<file path="config.mk">
export PLATFORM = sky130hd
export DESIGN_NAME = sensor_op_sched_flat
export DESIGN_NICKNAME = d
export VERILOG_FILES = /design/src/rtl/sensor_op_sched_if.sv /design/src/rtl/sensor_op_sched.sv /design/src/flat_wrapper.sv
export SDC_FILE = /design/constraint.sdc
export NUM_CORES = 1
export LEC_CHECK = 0
export ABC_CLOCK_PERIOD_IN_PS = 3300
export BUFFER_PORTS_ARGS = -buffer_cell sky130_fd_sc_hd__buf_2
export CAP_MARGIN = 20
export CORE_ASPECT_RATIO = 0.5
export CORE_MARGIN = 2
export CORE_UTILIZATION = 30
export CTS_BUF_LIST = sky130_fd_sc_hd__clkbuf_16
export CTS_CLUSTER_DIAMETER = 120
export DETAILED_ROUTE_END_ITERATION = 10
export SYNTH_ARGS = -nofsm -noshare
export SYNTH_HDL_FRONTEND = slang
export SYNTH_SLANG_ARGS = --single-unit
</file>
<file path="constraint.sdc">
create_clock -name clock -period 3.3 [get_ports clock]
set_input_delay 0.66 -clock clock [delete_from_list [all_inputs] [get_ports clock]]
set_output_delay 0.66 -clock clock [all_outputs]
set_load 0.03 [all_outputs]
</file>
<file path="src/rtl/sensor_op_sched_if.sv">
// Bundle of every signal that sensor_op_sched exchanges with its neighbours.
//   command side : data_rdy, sensor_num, op_code, data_in -> scheduler; cmd_full back
//   sensor side  : sensor_req, sensor_op, sensor_wdata -> sensors; sensor_ack, sensor_rdata back
//   response side: resp_valid, resp_sensor, resp_op, resp_data, resp_err -> consumer; resp_ready back
//   status       : busy, drop_cnt
// The slave modport belongs to the scheduler. The master modport belongs to whatever
// drives it: the surrounding logic, or a testbench.
interface sensor_op_sched_if;
  logic        data_rdy;
  logic [1:0]  sensor_num;
  logic [2:0]  op_code;
  logic [15:0] data_in;
  logic        cmd_full;
  logic [3:0]  sensor_req;
  logic [2:0]  sensor_op;
  logic [15:0] sensor_wdata;
  logic [3:0]  sensor_ack;
  logic [15:0] sensor_rdata;
  logic        resp_valid;
  logic [1:0]  resp_sensor;
  logic [2:0]  resp_op;
  logic [15:0] resp_data;
  logic        resp_err;
  logic        resp_ready;
  logic        busy;
  logic [7:0]  drop_cnt;

  modport master (
    output data_rdy, sensor_num, op_code, data_in, sensor_ack, sensor_rdata, resp_ready,
    input  cmd_full, sensor_req, sensor_op, sensor_wdata, resp_valid, resp_sensor,
           resp_op, resp_data, resp_err, busy, drop_cnt
  );

  modport slave (
    input  data_rdy, sensor_num, op_code, data_in, sensor_ack, sensor_rdata, resp_ready,
    output cmd_full, sensor_req, sensor_op, sensor_wdata, resp_valid, resp_sensor,
           resp_op, resp_data, resp_err, busy, drop_cnt
  );
endinterface

</file>
<file path="src/rtl/sensor_op_sched.sv">
// Command scheduler between decode_op and the four tag sensors.
// Decoded operations are buffered in a DEPTH-entry FIFO. Commands are issued one at a time
// to the addressed sensor over req/ack, and a request that gets no ack within TIMEOUT cycles
// fails. Each result, or an error, goes back over a valid/ready response handshake.
// Ports:
//   clock : rising-edge clock
//   reset : synchronous, active-high
//   bus   : sensor_op_sched_if.slave (command, sensor and response channels plus status)
//
// state | meaning
// IDLE  | no command in flight; pops the FIFO head when one is queued
// REQ   | sensor_req asserted to the addressed sensor, timer running
// RESP  | response held on resp_* until resp_ready
module sensor_op_sched #(
  parameter int DEPTH   = 4,
  parameter int TIMEOUT = 255
) (
  input logic              clock,
  input logic              reset,
  sensor_op_sched_if.slave bus
);
  localparam int PW = $clog2(DEPTH);
  localparam int CW = $clog2(DEPTH + 1);

  typedef enum logic [1:0] {IDLE, REQ, RESP} state_t;

  typedef struct packed {
    logic [1:0]  sensor;
    logic [2:0]  op;
    logic [15:0] data;
  } cmd_t;

  state_t        state_q, state_d;
  cmd_t          fifo_mem [DEPTH];
  cmd_t          head, cmd_q;
  logic [PW-1:0] wr_ptr, rd_ptr;
  logic [CW-1:0] count_q, count_d;
  logic [15:0]   timer_q;
  logic          data_rdy_q;
  logic          strobe, push, pop, drop, ack_hit, timed_out;
  logic [1:0]    sensor_d;

  logic [3:0]    sensor_req_q;
  logic          resp_valid_q, resp_err_q, cmd_full_q, busy_q;
  logic [1:0]    resp_sensor_q;
  logic [2:0]    resp_op_q;
  logic [15:0]   resp_data_q;
  logic [7:0]    drop_cnt_q;

  assign head      = fifo_mem[rd_ptr];
  assign strobe    = bus.data_rdy & ~data_rdy_q;
  assign pop       = (state_q == IDLE) && (count_q != '0);
  // A pop on the same edge frees a slot, so a full FIFO can still take the new entry.
  assign push      = strobe && (bus.op_code != 3'b000) && ((count_q < CW'(DEPTH)) || pop);
  assign drop      = strobe && (bus.op_code != 3'b000) && !push;
  assign ack_hit   = bus.sensor_ack[cmd_q.sensor];
  assign timed_out = (timer_q == 16'(TIMEOUT - 1));
  assign count_d   = count_q + CW'(push) - CW'(pop);
  // The sensor addressed after this edge: the newly popped head, or the current command.
  assign sensor_d  = pop ? head.sensor : cmd_q.sensor;

  always_comb begin
    state_d = state_q;
    unique case (state_q)
      IDLE:    if (pop) state_d = REQ;
      REQ:     if (ack_hit || timed_out) state_d = RESP;
      RESP:    if (bus.resp_ready) state_d = IDLE;
      default: state_d = IDLE;
    endcase
  end

  // The storage array has no reset. Entries are only read after a push has written them.
  always_ff @(posedge clock) begin
    if (push) fifo_mem[wr_ptr] <= '{sensor: bus.sensor_num, op: bus.op_code, data: bus.data_in};
  end

  always_ff @(posedge clock) begin
    if (reset) begin
      state_q       <= IDLE;
      data_rdy_q    <= 1'b0;
      wr_ptr        <= '0;
      rd_ptr        <= '0;
      count_q       <= '0;
      timer_q       <= '0;
      cmd_q         <= '0;
      sensor_req_q  <= '0;
      resp_valid_q  <= 1'b0;
      resp_sensor_q <= '0;
      resp_op_q     <= '0;
      resp_data_q   <= '0;
      resp_err_q    <= 1'b0;
      cmd_full_q    <= 1'b0;
      busy_q        <= 1'b0;
      drop_cnt_q    <= '0;
    end else begin
      state_q    <= state_d;
      data_rdy_q <= bus.data_rdy;
      count_q    <= count_d;
      if (push) wr_ptr <= wr_ptr + PW'(1);
      if (pop) begin
        rd_ptr <= rd_ptr + PW'(1);
        cmd_q  <= head;
      end
      if (pop) timer_q <= '0;
      else if (state_q == REQ && !ack_hit && !timed_out) timer_q <= timer_q + 16'd1;
      // An ack takes priority over a timeout that lands on the same edge.
      if (state_q == REQ && state_d == RESP) begin
        resp_sensor_q <= cmd_q.sensor;
        resp_op_q     <= cmd_q.op;
        resp_data_q   <= ack_hit ? bus.sensor_rdata : 16'h0000;
        resp_err_q    <= !ack_hit;
      end
      sensor_req_q <= (state_d == REQ) ? (4'b0001 << sensor_d) : 4'b0000;
      resp_valid_q <= (state_d == RESP);
      cmd_full_q   <= (count_d == CW'(DEPTH));
      busy_q       <= (state_d != IDLE) || (count_d != '0);
      if (drop && drop_cnt_q != 8'hFF) drop_cnt_q <= drop_cnt_q + 8'd1;
    end
  end

  assign bus.sensor_req   = sensor_req_q;
  assign bus.sensor_op    = cmd_q.op;
  assign bus.sensor_wdata = cmd_q.data;
  assign bus.resp_valid   = resp_valid_q;
  assign bus.resp_sensor  = resp_sensor_q;
  assign bus.resp_op      = resp_op_q;
  assign bus.resp_data    = resp_data_q;
  assign bus.resp_err     = resp_err_q;
  assign bus.cmd_full     = cmd_full_q;
  assign bus.busy         = busy_q;
  assign bus.drop_cnt     = drop_cnt_q;
endmodule

</file>
<file path="src/flat_wrapper.sv">
// flat-port wrapper written by rule: the top's interface ports become plain ports
module sensor_op_sched_flat 
#(
  parameter int DEPTH   = 4,
  parameter int TIMEOUT = 255
)
  (clock, reset, bus_data_rdy, bus_sensor_num, bus_op_code, bus_data_in, bus_sensor_ack, bus_sensor_rdata, bus_resp_ready, bus_cmd_full, bus_sensor_req, bus_sensor_op, bus_sensor_wdata, bus_resp_valid, bus_resp_sensor, bus_resp_op, bus_resp_data, bus_resp_err, bus_busy, bus_drop_cnt);
  sensor_op_sched_if bus_i ();
  input logic clock;
  input logic reset;
  input wire logic [$bits(bus_i.data_rdy)-1:0] bus_data_rdy;
  input wire logic [$bits(bus_i.sensor_num)-1:0] bus_sensor_num;
  input wire logic [$bits(bus_i.op_code)-1:0] bus_op_code;
  input wire logic [$bits(bus_i.data_in)-1:0] bus_data_in;
  input wire logic [$bits(bus_i.sensor_ack)-1:0] bus_sensor_ack;
  input wire logic [$bits(bus_i.sensor_rdata)-1:0] bus_sensor_rdata;
  input wire logic [$bits(bus_i.resp_ready)-1:0] bus_resp_ready;
  output wire logic [$bits(bus_i.cmd_full)-1:0] bus_cmd_full;
  output wire logic [$bits(bus_i.sensor_req)-1:0] bus_sensor_req;
  output wire logic [$bits(bus_i.sensor_op)-1:0] bus_sensor_op;
  output wire logic [$bits(bus_i.sensor_wdata)-1:0] bus_sensor_wdata;
  output wire logic [$bits(bus_i.resp_valid)-1:0] bus_resp_valid;
  output wire logic [$bits(bus_i.resp_sensor)-1:0] bus_resp_sensor;
  output wire logic [$bits(bus_i.resp_op)-1:0] bus_resp_op;
  output wire logic [$bits(bus_i.resp_data)-1:0] bus_resp_data;
  output wire logic [$bits(bus_i.resp_err)-1:0] bus_resp_err;
  output wire logic [$bits(bus_i.busy)-1:0] bus_busy;
  output wire logic [$bits(bus_i.drop_cnt)-1:0] bus_drop_cnt;
  assign bus_i.data_rdy = bus_data_rdy;
  assign bus_i.sensor_num = bus_sensor_num;
  assign bus_i.op_code = bus_op_code;
  assign bus_i.data_in = bus_data_in;
  assign bus_i.sensor_ack = bus_sensor_ack;
  assign bus_i.sensor_rdata = bus_sensor_rdata;
  assign bus_i.resp_ready = bus_resp_ready;
  assign bus_cmd_full = bus_i.cmd_full;
  assign bus_sensor_req = bus_i.sensor_req;
  assign bus_sensor_op = bus_i.sensor_op;
  assign bus_sensor_wdata = bus_i.sensor_wdata;
  assign bus_resp_valid = bus_i.resp_valid;
  assign bus_resp_sensor = bus_i.resp_sensor;
  assign bus_resp_op = bus_i.resp_op;
  assign bus_resp_data = bus_i.resp_data;
  assign bus_resp_err = bus_i.resp_err;
  assign bus_busy = bus_i.busy;
  assign bus_drop_cnt = bus_i.drop_cnt;
  sensor_op_sched #(.DEPTH(DEPTH), .TIMEOUT(TIMEOUT)) u_core (.clock(clock), .reset(reset), .bus(bus_i));
endmodule
</file>
# Word level (Yosys, flattened, before mapping)
# Memory sizes are Yosys's and may differ from the RTL's. A register that Yosys moved wholly into a read port is not among the register bits.
# Index checks and enable logic that the tools add are counted.
[word_totals] reg_bits=84 ramBits=84 inputBits=45 out_inout_bits=56 wordCells=71 mem_count=1
[memory_table] memory="u_core.fifo_mem" depth=4 word_bits=21 rd=1 rd_ports_with_merged_regs=1 wr=1 line_no="sensor_op_sched.sv:34" rtl="cmd_t fifo_mem [DEPTH];"
[op_classes] add_sub_neg=6 n_lt_le_gt_ge=2 eq_ne=7 shift=1 mux=12 n_bitwise=3 n_reduce_logical=21
[ops] cell="16-bit by 1-bit adder with 16-bit output, second input constant" n=1
[ops] cell="16-bit by 8-bit equality test with 1-bit output, second input constant" n=1
[ops] cell="16-bit two-way mux" n=1
[ops] cell="2-bit two-way mux" n=6
[ops] cell="3-bit nonzero test" n=3
[ops] cell="8-bit by 1-bit adder with 8-bit output, second input constant" n=1
[ops] cell="1-bit logical AND" n=8
[ops] cell="8-bit != test, second input constant" n=1
[ops] cell="2-bit case mux with 3 select lines" n=1
[ops] cell="2-bit by 1-bit adder with 2-bit output, second input constant" n=2
[ops] cell="2-bit by 1-bit equality test with 1-bit output, second input constant" n=2
[ops] cell="2-bit equality test, second input constant" n=2
[ops] cell="2-bit OR reduction" n=2
[ops] cell="1-bit by 2-bit left shift with 4-bit output, first input constant" n=1
[ops] cell="3-bit by 1-bit adder with 3-bit output" n=1
[ops] cell="3-bit equality test, second input constant" n=1
[ops] cell="1-bit zero test" n=3
[ops] cell="1-bit logical OR" n=3
[ops] cell="2-bit by 3-bit less-than comparator with 1-bit output, second input constant" n=1
[ops] cell="3-bit less-than comparator, second input constant" n=1
[ops] cell="1-bit two-way mux" n=3
[ops] cell="3-bit by 1-bit subtractor with 3-bit output" n=1
[ops] cell="1-bit binary-select mux with 2-bit select" n=1
[ops] cell="2-bit zero test" n=1
[ops] cell="other kinds (3)" n=4

# Logic depth before layout (Yosys ltp)
# Gate-level depths: netlist (run 1).
[logic_depth] depth_word=8 ltp_mapped=13 ltp_nobuf=11

# Worst setup path before layout (run 1)
# Ideal clock, no wire load.
[synth_path] path_type="register to register" from="reg u_core.state_q[0]" to="reg u_core.busy_q, in the netlist u_core.bus.busy" setup_time_ps=81 arrival_time_ps=2687 t_required_ps=3219 setup_slack_ps=532 path_stages_with_launch=13 n_path_buf=2 synth_period_minus_slack_ps=2768 cell_sequence="dfxtp_1 > or3_2 > clkbuf_1 > inv_2 > buf_1 > ha_1 > inv_1 > ha_1 > fa_1 > xnor2_1 > xnor2_1 > a21oi_1 > a41oi_1"
[synth_between] elab_chain_cells=8 elab_cells_between_ends=15 classes_between="2 x add/sub; 2 x eq/ne; 4 x mux; 7 x reduce/logical"
[synth_rtl] element="from (decl)" line_no="sensor_op_sched.sv:33" rtl="state_t state_q, state_d;"
[synth_rtl] element="from (signal assigned)" line_no="sensor_op_sched.sv:96" rtl="state_q <= state_d;"
[synth_rtl] element="2-bit zero test *" line_no="sensor_op_sched.sv:52" rtl="assign pop = (state_q == IDLE) && (count_q != '0);"
[synth_rtl] element="1-bit logical AND *" line_no="sensor_op_sched.sv:52"
[synth_rtl] element="net u_core.pop" line_no="sensor_op_sched.sv:40" rtl="logic strobe, push, pop, drop, ack_hit, timed_out;"
[synth_rtl] element="1-bit logical OR" line_no="sensor_op_sched.sv:54" rtl="assign push = strobe && (bus.op_code != 3'b000) && ((count_q < CW'(DEPTH)) || pop);"
[synth_rtl] element="1-bit logical AND" line_no="sensor_op_sched.sv:54"
[synth_rtl] element="3-bit by 1-bit adder with 3-bit output" line_no="sensor_op_sched.sv:58" rtl="assign count_d = count_q + CW'(push) - CW'(pop);"
[synth_rtl] element="3-bit by 1-bit subtractor with 3-bit output" line_no="sensor_op_sched.sv:58"
[synth_rtl] element="3-bit nonzero test" line_no="sensor_op_sched.sv:116" rtl="busy_q <= (state_d != IDLE) || (count_d != '0);"
[synth_rtl] element="1-bit logical OR *" line_no="sensor_op_sched.sv:116"
[synth_rtl] element="to (signal assigned)" line_no="sensor_op_sched.sv:116"
[synth_rtl] element="to (decl)" line_no="sensor_op_sched.sv:44" rtl="logic resp_valid_q, resp_err_q, cmd_full_q, busy_q;"
# Mark *: on every way through the listed nets, which the timed path passes. The rest lies on a longest branch.
# A chain may end at the register's enable or synchronous reset.

# Worst setup path in the final report (run 1)
[layout_path] from="in bus_op_code[1]" to="reg u_core.busy_q, in the netlist u_core.bus.busy"
[layout_between] elab_chain_cells=7
[layout_rtl] element="from (decl)" line_no="flat_wrapper.sv:13" rtl="input wire logic [$bits(bus_i.op_code)-1:0] bus_op_code;"
[layout_rtl] element="3-bit nonzero test" line_no="sensor_op_sched.sv:54"
[layout_rtl] element="1-bit logical AND (2 in a row)" line_no="sensor_op_sched.sv:54"
[layout_rtl] element="3-bit by 1-bit adder with 3-bit output" line_no="sensor_op_sched.sv:58"
[layout_rtl] element="3-bit by 1-bit subtractor with 3-bit output" line_no="sensor_op_sched.sv:58"
[layout_rtl] element="3-bit nonzero test" line_no="sensor_op_sched.sv:116"
[layout_rtl] element="1-bit logical OR" line_no="sensor_op_sched.sv:116"
# Every way passes these cells.

==> results of run 1 <==
==> power by group <==
| group | switching (W) | internal [W] |
|---|---|---|
| clock | 0.000835 | 0.00127 |
| combinational | 0.00118 | 0.000677 |
| sequential | 0.000185 | 0.00252 |
| total | 0.00220 | 0.00447 |
==> cells by family after synthesis <==
| group | after synthesis | share of synthesized area |
|---|---|---|
| compound gates | 70 | 0.0703 |
| xor+xnor | 19 | 0.0252 |
| buf+inv | 51 | 0.0417 |
| fa+ha+maj | 10 | 0.0201 |
| simple gates | 152 | 0.118 |
| flops | 170 | 0.643 |
| mux | 27 | 0.0812 |
==> flip-flops by register name, indices dropped and copies added (netlist names), named ones only <==
name / flops
u_core.fifo_mem: 84
u_core.bus.resp_data: 16
u_core.bus.sensor_wdata: 16
u_core.timer_q: 16
u_core.bus.drop_cnt: 8
u_core.bus.sensor_req: 4
u_core.bus.resp_op: 3
u_core.bus.sensor_op: 3
u_core.count_q: 3
u_core.bus.resp_sensor: 2
u_core.cmd_q: 2
u_core.rd_ptr: 2
u_core.state_q: 2
u_core.wr_ptr: 2
u_core.bus.busy: 1
u_core.bus.cmd_full: 1
u_core.bus.resp_err: 1
u_core.bus.resp_valid: 1
u_core.data_rdy_q: 1
==> worst max-delay path: stages <==
cell and delay, ns:
buf_2 0.13, nor3_1 0.54, nor4bb_1 0.11, buf_2 0.19, ha_1 0.22, fa_1 0.38
xnor2_1 0.15, xnor2_1 0.14, a21oi_1 0.19, a41oi_1 0.14
==> metal layers <==
layer / GRT usage / vias to the layer above / wire length (µm) / part of all wire
met5: 0 / - / 13 / 0.00094
met4: 0.0570 / 2 / 268 / 0.019
li1: - / 1994 / - / -
met3: 0.0374 / 21 / 535 / 0.039
met1: 0.143 / 2021 / 6090 / 0.44
met2: 0.218 / 54 / 6920 / 0.50
==> per-stage QoR <==
| step | cell area [µm²] | setup slack [ns] |
|---|---|---|
| 2_1_floorplan | 6600 | 0.532 |
| 3_3_place_gp | 7330 | 0.291 |
| 3_5_place_dp | 7330 | 0.215 |
| 4_1_cts | 7950 | 0.350 |
| 5_1_grt | 7960 | 0.540 |
| 6_report | 7960 | 0.711 |
==> area by class of cell <==
cell class / count / area (µm²)
fill: 2106 / 13700
clock inverter: 15 / 194
timing repair buffer: 112 / 588
clock buffer: 17 / 425
antenna: 1 / 2.50
multi-input combinational: 278 / 2080
tap: 300 / 375
sequential: 170 / 4240
inverter: 11 / 41.3
==> cell usage after synthesis, drive strengths merged, types with 6 or more instances <==
library cell | n | area, µm²
xnor2 | 11 | 96.3
ha | 9 | 113
nand2 | 60 | 228
nand4 | 6 | 43.8
and2 | 6 | 37.5
inv | 11 | 41.3
xor2 | 8 | 70.1
a22o | 16 | 140
dfxtp | 86 | 1720
nand3 | 12 | 60.1
edfxtp | 84 | 2520
mux4 | 21 | 473
clkbuf | 13 | 50.0
a21oi | 37 | 189
nor3 | 7 | 35.0
buf | 27 | 184
nor2 | 29 | 111
==> final timing paths <==
kind                                                 start                         end  slack (ns)
worst max-delay path                        bus_op_code[1]             u_core.bus.busy        0.71
worst max register to register           u_core.count_q[2]             u_core.bus.busy        0.82
worst min-delay path            u_core.bus.sensor_wdata[3]  u_core.bus.sensor_wdata[3]        0.45
worst min register to register  u_core.bus.sensor_wdata[3]  u_core.bus.sensor_wdata[3]        0.45
==> impl_metrics.yaml, run 1 <==
run_status:
  status: "finished, final reports clean"
timing:
  setup_viol: 0
  drv_slew: 0
  max_freq_mhz: 386
  fin_skew_ns: 0.0129
  fin_crit_sh: 0.785
  final_hold_viol_count: 0
  whs_ns: 0.450
  maxSlewHeadroom: 0.518
  fin_crit_ns: 2.59
  rsz0062_at_grt: "false"
  tightest_slew_ns: 0.722
  setup_tns_ns: 0
critical_path:
  cp-end-kind: "flip-flop"
  worst_ep_required_time_ns: 3.57
  path_max_fanout: 7
  worst-r2r-cell-count: 11
  cp-start-kind: "primary input"
  worstPathArrival_ns: 2.86
  crit_type: "primary input to flip-flop"
placement:
  detailed_place_hpwl_um: 9160
  gp_congestion: 0.765
  placedCellCount: 870
  port-buffer-count: 100
floorplanning:
  dieArea_um2: 23300
  rows: 38
  die_x_um: 214
  die_h_um: 109
  ios: 101
  core-area_um2: 21600
  initial_core_util: 0.305
cells_and_area:
  final_cell_mix: "101 x buf_2, 86 x dfxtp_1, 84 x edfxtp_1, 59 x nand2_1, 36 x a21oi_1"
  area.growth.synth_to_final_pct: 20.6
  final_layout_size_suffix_gt1_frac: 0.300
  nets: 645
  final_common_cell: "buf_2"
  final_cells: 904
  post-route-util: 0.368
min_path:
  min_path_cells: 2
  hp-class: "flip-flop to flip-flop"
routing:
  drc: 0
  routed_wl_um: 13800
  first_pass_iters: 4
  via_per_inst: 4.53
  initialDrtViolationCount: 203
  ant_nets: 0
  avgRoutedWirePerCell_um: 15.3
  num_vias: 4092
logic_synthesis:
  synthFlopType: "dfxtp_1"
  synthCells: 499
  synth_nets: 554
  netlist_area_um2: 6600
  ys_types: 56
  ys_warn_count: 0
  synth_edf_count: 84
  syn_area_per_cell_um2: 13.2
  yosys_register_bits: 170
  synthArstFlopShare: 0
  yosysSeqAreaShare: 0.643
grt:
  grt_max_degree: 49
  overflow: 0
  grt_antenna_before_repair: 2
  grt.total_usage: 0.125
  first_global_vias: 4085
  grt_first_pass_wirelength_um: 21700
cts:
  insertion_delay_ns: 0.42
  cts_buffer_depth: 2
  cts_root_buffer: "clkbuf_16"
  htreeDepth: 4
  cts_tree: "built"
  cts_hold_buf: 0
  cts_buffers: 17
  cts_resized: 0
  clk_pin_slew_ns: 0.06
  cts_setup_buffers: 0
  cts.sinks: 170
power:
  power_leakage_nw: 2.97
  power_density_nw_per_um2: 838
  finalPower_w: 0.00667
  vdd_drop_max_mv: 0.579
flow_run:
  drv_cap: 0
(Power assumes the default switching activity.)
==> run 2: changes to the inputs <==
ABC_CLOCK_PERIOD_IN_PS = 2640   (was 3300)
clock period = 2.64 ns   (was 3.3 ns; I/O delays follow)
==> run 2 against run 1 <==
  * Global-route usage is 0.20 points lower
  * Largest power group unchanged
  * Sequential cell count stayed put
  * Clock power is 9% higher
  * First-iteration DRC count is 34% higher
  * Design area is 0.31% lower
  * Count of clock-buffer cells in the layout stayed put
  * Critical path type is now flip-flop to flip-flop
  * Critical path depth stayed put
  * Combinational power is 26% higher
  * Worst hold slack worse by 0.13 ns
  * Via count is 0.20% higher
  * Final cell count is 0.55% higher
==> impl_metrics.yaml, run 2 (same netlist as run 1, synthesis figures left out) <==
placement:
  detailed_place_hpwl_um: 9000
  port-buffer-count: 100
  gp_congestion: 0.786
cells_and_area:
  final_layout_size_suffix_gt1_frac: 0.300
  final_common_cell: "buf_2"
  post-route-util: 0.367
  largest_reg_flops: 84
  final_cell_mix: "100 x buf_2, 86 x dfxtp_1, 84 x edfxtp_1, 59 x nand2_1, 36 x a21oi_1"
  top_register: "u_core.fifo_mem"
  area.growth.synth_to_final_pct: 20.2
  num_antenna_cells: 0
  nets: 651
power:
  power_density_nw_per_um2: 1010
  vdd_drop_max_mv: 0.511
  combPwrFrac: 0.293
  pwr-share-clk: 0.287
  p_seq_frac: 0.420
  p_sw_frac: 0.339
  power.switching_w: 0.00272
  p_int_w: 0.00530
  finalPower_w: 0.00802
  power_leakage_nw: 2.98
timing:
  max_freq_mhz: 412
  tightest_slew_ns: 0.490
  fin_crit_ns: 2.43
  setup_viol: 0
  setup_tns_ns: 0
  fin_crit_sh: 0.920
  drv_slew: 0
  rsz0062_at_grt: "false"
  final_hold_viol_count: 0
  fin_skew_ns: 0.00792
  maxSlewHeadroom: 0.670
floorplanning:
  die_x_um: 214
  rows: 38
  die_h_um: 109
  core-area_um2: 21600
  ios: 101
  dieArea_um2: 23300
  initial_core_util: 0.305
critical_path:
  path_max_fanout: 6
  cp-end-kind: "flip-flop"
  cp-start-kind: "flip-flop"
  crit_type: "flip-flop to flip-flop"
  worst_ep_required_time_ns: 2.97
  worstPathArrival_ns: 2.76
cts:
  cts_resized: 0
  cts_buffers: 17
  cts_hold_buf: 0
  cts_tree: "built"
  cts_setup_buffers: 0
  cts_root_buffer: "clkbuf_16"
  cts_buffer_depth: 2
  htreeDepth: 4
  insertion_delay_ns: 0.42
  cts.sinks: 170
  clk_pin_slew_ns: 0.07
routing:
  via_per_inst: 4.51
  avgRoutedWirePerCell_um: 15.1
  top_layer_used: "met5"
  routed_wl_um: 13700
  wl_met2_um: 6930
  m1WireLength_um: 6000
  ant_nets: 0
  drc: 0
  num_vias: 4100
  wl_met3_um: 612
  initialDrtViolationCount: 272
  first_pass_iters: 4
run_status:
  status: "finished, final reports clean"
grt:
  overflow: 0
  grt.total_usage: 0.123
  first_global_vias: 4040
  grt_antenna_before_repair: 2
  grt_first_pass_wirelength_um: 21300
  grt_max_degree: 38
flow_run:
  drv_cap: 0
min_path:
  hp-class: "primary input to flip-flop"
-- run 2: changes by cell type in the layout (fill, tap and decap cells not counted), sizes merged --
cell    change
buf         +6
bufinv      -3
inv         +3
diode       -1
-- run 2: layout make-up --
cell class / instances / area [µm²]
fillers: 2061 / 13700
flip-flops and latches: 170 / 4240
multi-input cells: 278 / 2080
repair buffers: 118 / 648
clock buffers: 17 / 425
well taps: 300 / 375
clock inverters: 15 / 111
inverters: 11 / 41.3
-- run 2: worst max-delay path: stages, from the launching register on --
cell	delay, ns
dfxtp_1	0.34
or3_2	0.51
inv_2	0.07
ha_1	0.12
inv_1	0.04
ha_1	0.20
fa_1	0.39
xnor2_1	0.19
xnor2_1	0.16
a21oi_1	0.10
a41oi_1	0.22
-- run 2: stage by stage --
| step | cell area [µm²] | hold slack (ns) | setup slack (ns) | std cells |
|---|---|---|---|---|
| 5_1_grt | 7930 | 0.302 | 0.0845 | 909 |
| 4_1_cts | 7930 | 0.302 | 0.216 | 909 |
| 6_report | 7930 | 0.323 | 0.211 | 909 |
| 2_1_floorplan | 6600 | 0.437 | 0.0324 | 499 |
| 3_5_place_dp | 7390 | 0.447 | 0.0184 | 877 |
| 3_3_place_gp | 7390 | 0.441 | 0.107 | 877 |
-- run 2: per-layer routing --
metal,vias up,track usage
met3,11,0.0377
li1,2009,-
met5,-,0
met1,2007,0.146
met4,2,0.0461
met2,71,0.213
-- run 2: power by group through the flow --
stage	registers (W)	clock network, W	logic (W)
after floorplan	0.00354	0	0.00172
after global placement	0.00342	0	0.00235
after detailed placement	0.00343	0	0.00238
after CTS	0.00338	0.00237	0.00239
after global routing	0.00342	0.00249	0.00256
final	0.00337	0.00230	0.00235
-- run 2: worst paths after layout --
path	startpoint	endpoint	slack, ns	depth (start not counted)
hold reg to reg	u_core.bus.resp_sensor[0]	u_core.bus.resp_sensor[0]	0.45	2
setup / recovery	u_core.state_q[0]	u_core.bus.busy	0.21	10
hold / removal	bus_sensor_rdata[6]	u_core.bus.resp_data[6]	0.32	2
setup reg to reg	u_core.state_q[0]	u_core.bus.busy	0.21	10
==> run 3: changes to the inputs <==
CORE_MARGIN = 5   (was 2)
==> run 3 against run 2 <==
  * Via count up 0.83%
  * Global-route usage down 1.1 points
  * Critical path depth up 1
  * Sequential power about the same
  * Register-to-register slack better by 0.06 ns
  * Clock power up 11%
  * Critical endpoint unchanged
  * Count of clock-buffer cells in the layout up 1
  * Highest routed layer unchanged
  * Combinational power about the same
  * Die area up 8.5%
  * Sequential cell count unchanged
  * Worst hold slack worse by 0.0074 ns
==> impl_metrics.yaml, run 3 (same netlist as run 1, synthesis figures left out) <==
run_status:
  status: "finished, final reports clean"
timing:
  maxSlewHeadroom: 0.633
  fin_crit_sh: 0.899
  max_freq_mhz: 421
  setup_viol: 0
  fin_skew_ns: 0.0122
  fin_ws_ns: 0.266
  rsz0062_at_grt: "false"
  drv_slew: 0
  final_hold_viol_count: 0
  setup_tns_ns: 0
  tightest_slew_ns: 0.551
  fin_crit_ns: 2.37
routing:
  ant_nets: 0
  via_per_inst: 4.54
  avgRoutedWirePerCell_um: 15.1
  num_vias: 4134
  drc: 0
  first_pass_iters: 6
  routed_wl_um: 13700
  initialDrtViolationCount: 211
cells_and_area:
  top_register: "u_core.fifo_mem"
  fillCellCount: 2082
  final_cell_mix: "100 x buf_2, 85 x dfxtp_1, 84 x edfxtp_1, 59 x nand2_1, 36 x a21oi_1"
  area.growth.synth_to_final_pct: 21.5
  final_cells: 910
  final_layout_size_suffix_gt1_frac: 0.314
  nets: 651
  final_common_cell: "buf_2"
  largest_reg_flops: 84
  fin_area_um2: 8020
power:
  power_leakage_nw: 3.01
  vdd_drop_max_mv: 0.555
  power_density_nw_per_um2: 1030
critical_path:
  worst-r2r-cell-count: 11
  worst_ep_required_time_ns: 2.98
  path_max_fanout: 3
  r2r_end: "u_core.bus.busy"
  timing.rr.start: "u_core.count_q[2]"
  rrSetupSlack_ns: 0.27
  crit_type: "flip-flop to flip-flop"
  worstPathArrival_ns: 2.72
  cp-start-kind: "flip-flop"
  cp-end-kind: "flip-flop"
floorplanning:
  rows: 38
  die_x_um: 220
  die_h_um: 115
  dieArea_um2: 25200
  initial_core_util: 0.305
  ios: 101
  core-area_um2: 21600
grt:
  grt_max_degree: 50
  first_global_vias: 4147
  grt.total_usage: 0.112
  grt_first_pass_wirelength_um: 21800
  overflow: 0
  grt_antenna_before_repair: 2
placement:
  port-buffer-count: 100
  gp_congestion: 0.809
  placedCellCount: 877
  detailed_place_hpwl_um: 9250
  dpl-instance-area_um2: 7410
  pre_cts_ws_ns: 0.157
cts:
  cts_buffer_depth: 2
  cts_root_buffer: "clkbuf_16"
  clk_pin_slew_ns: 0.07
  cts_hold_buf: 0
  htreeDepth: 4
  insertion_delay_ns: 0.42
  cts_tree: "built"
  cts_resized: 0
  cts.sinks: 170
  cts_buffers: 17
  cts_setup_buffers: 0
min_path:
  hp-class: "primary input to flip-flop"
  min_from: "bus_sensor_rdata[14]"
  min_path_cells: 2
  min_to: "u_core.bus.resp_data[14]"
flow_run:
  drv_cap: 0
## run 3: changes by cell type in the layout (fill, tap and decap cells not counted), sizes merged
cell    delta
diode      +1
inv        -2
clkbuf     +1
bufinv     +1
## run 3: worst max-delay path by stage
stage	endpoint	from	slack (ns)	cells after the start
floorplan	u_core.bus.busy	u_core.state_q[0]	0.03	12
global placement	u_core.bus.busy	bus_op_code[1]	0.14	9
detailed placement	u_core.bus.busy	bus_op_code[1]	0.16	9
CTS	u_core.bus.busy	u_core.count_q[2]	0.26	11
global route	u_core.bus.busy	u_core.state_q[0]	0.09	10
finish	u_core.bus.busy	u_core.count_q[2]	0.27	11
## run 3: layout make-up
cell class / count / area [µm²] / area share
inverters: 11 / 41.3 / 0.00515
repair buffers: 118 / 661 / 0.0824
clock inverters: 14 / 159 / 0.0198
multi-input cells: 278 / 2080 / 0.260
flip-flops and latches: 170 / 4250 / 0.529
clock buffers: 18 / 450 / 0.0562
well taps: 300 / 375 / 0.0468
diodes: 1 / 2.50 / 0.000312
## run 3: through the flow
step | util | hold slack [ns] | power, W
after global routing | 0.371 | 0.292 | 0.00875
after detailed placement | 0.342 | 0.444 | 0.00583
after floorplan | - | 0.437 | 0.00526
after global placement | 0.342 | 0.441 | 0.00579
after CTS | 0.371 | 0.289 | 0.00842
final | 0.371 | 0.316 | 0.00829
## run 3: power breakdown
| group | total [W] | internal, W | switching, W | leakage [nW] |
|---|---|---|---|---|
| Clock | 0.00256 | 0.00148 | 0.00109 | 0.303 |
| Sequential | 0.00339 | 0.00315 | 0.000237 | 1.47 |
| Combinational | 0.00234 | 0.000873 | 0.00147 | 1.24 |
## run 3: worst max-delay path: stages, from the launching register on
cell,delay [ns]
dfxtp_1,0.37
nor3_1,0.06
or3_2,0.43
inv_2,0.07
ha_1,0.12
inv_1,0.04
ha_1,0.18
fa_1,0.38
xnor2_1,0.18
xnor2_1,0.16
a21oi_1,0.10
a41oi_1,0.21
## run 3: routing by layer
metal  share of wire  global-route usage
met4           0.012              0.0411
met2            0.51               0.196
met5         0.00095                   0
met1            0.42               0.128
met3           0.052              0.0400
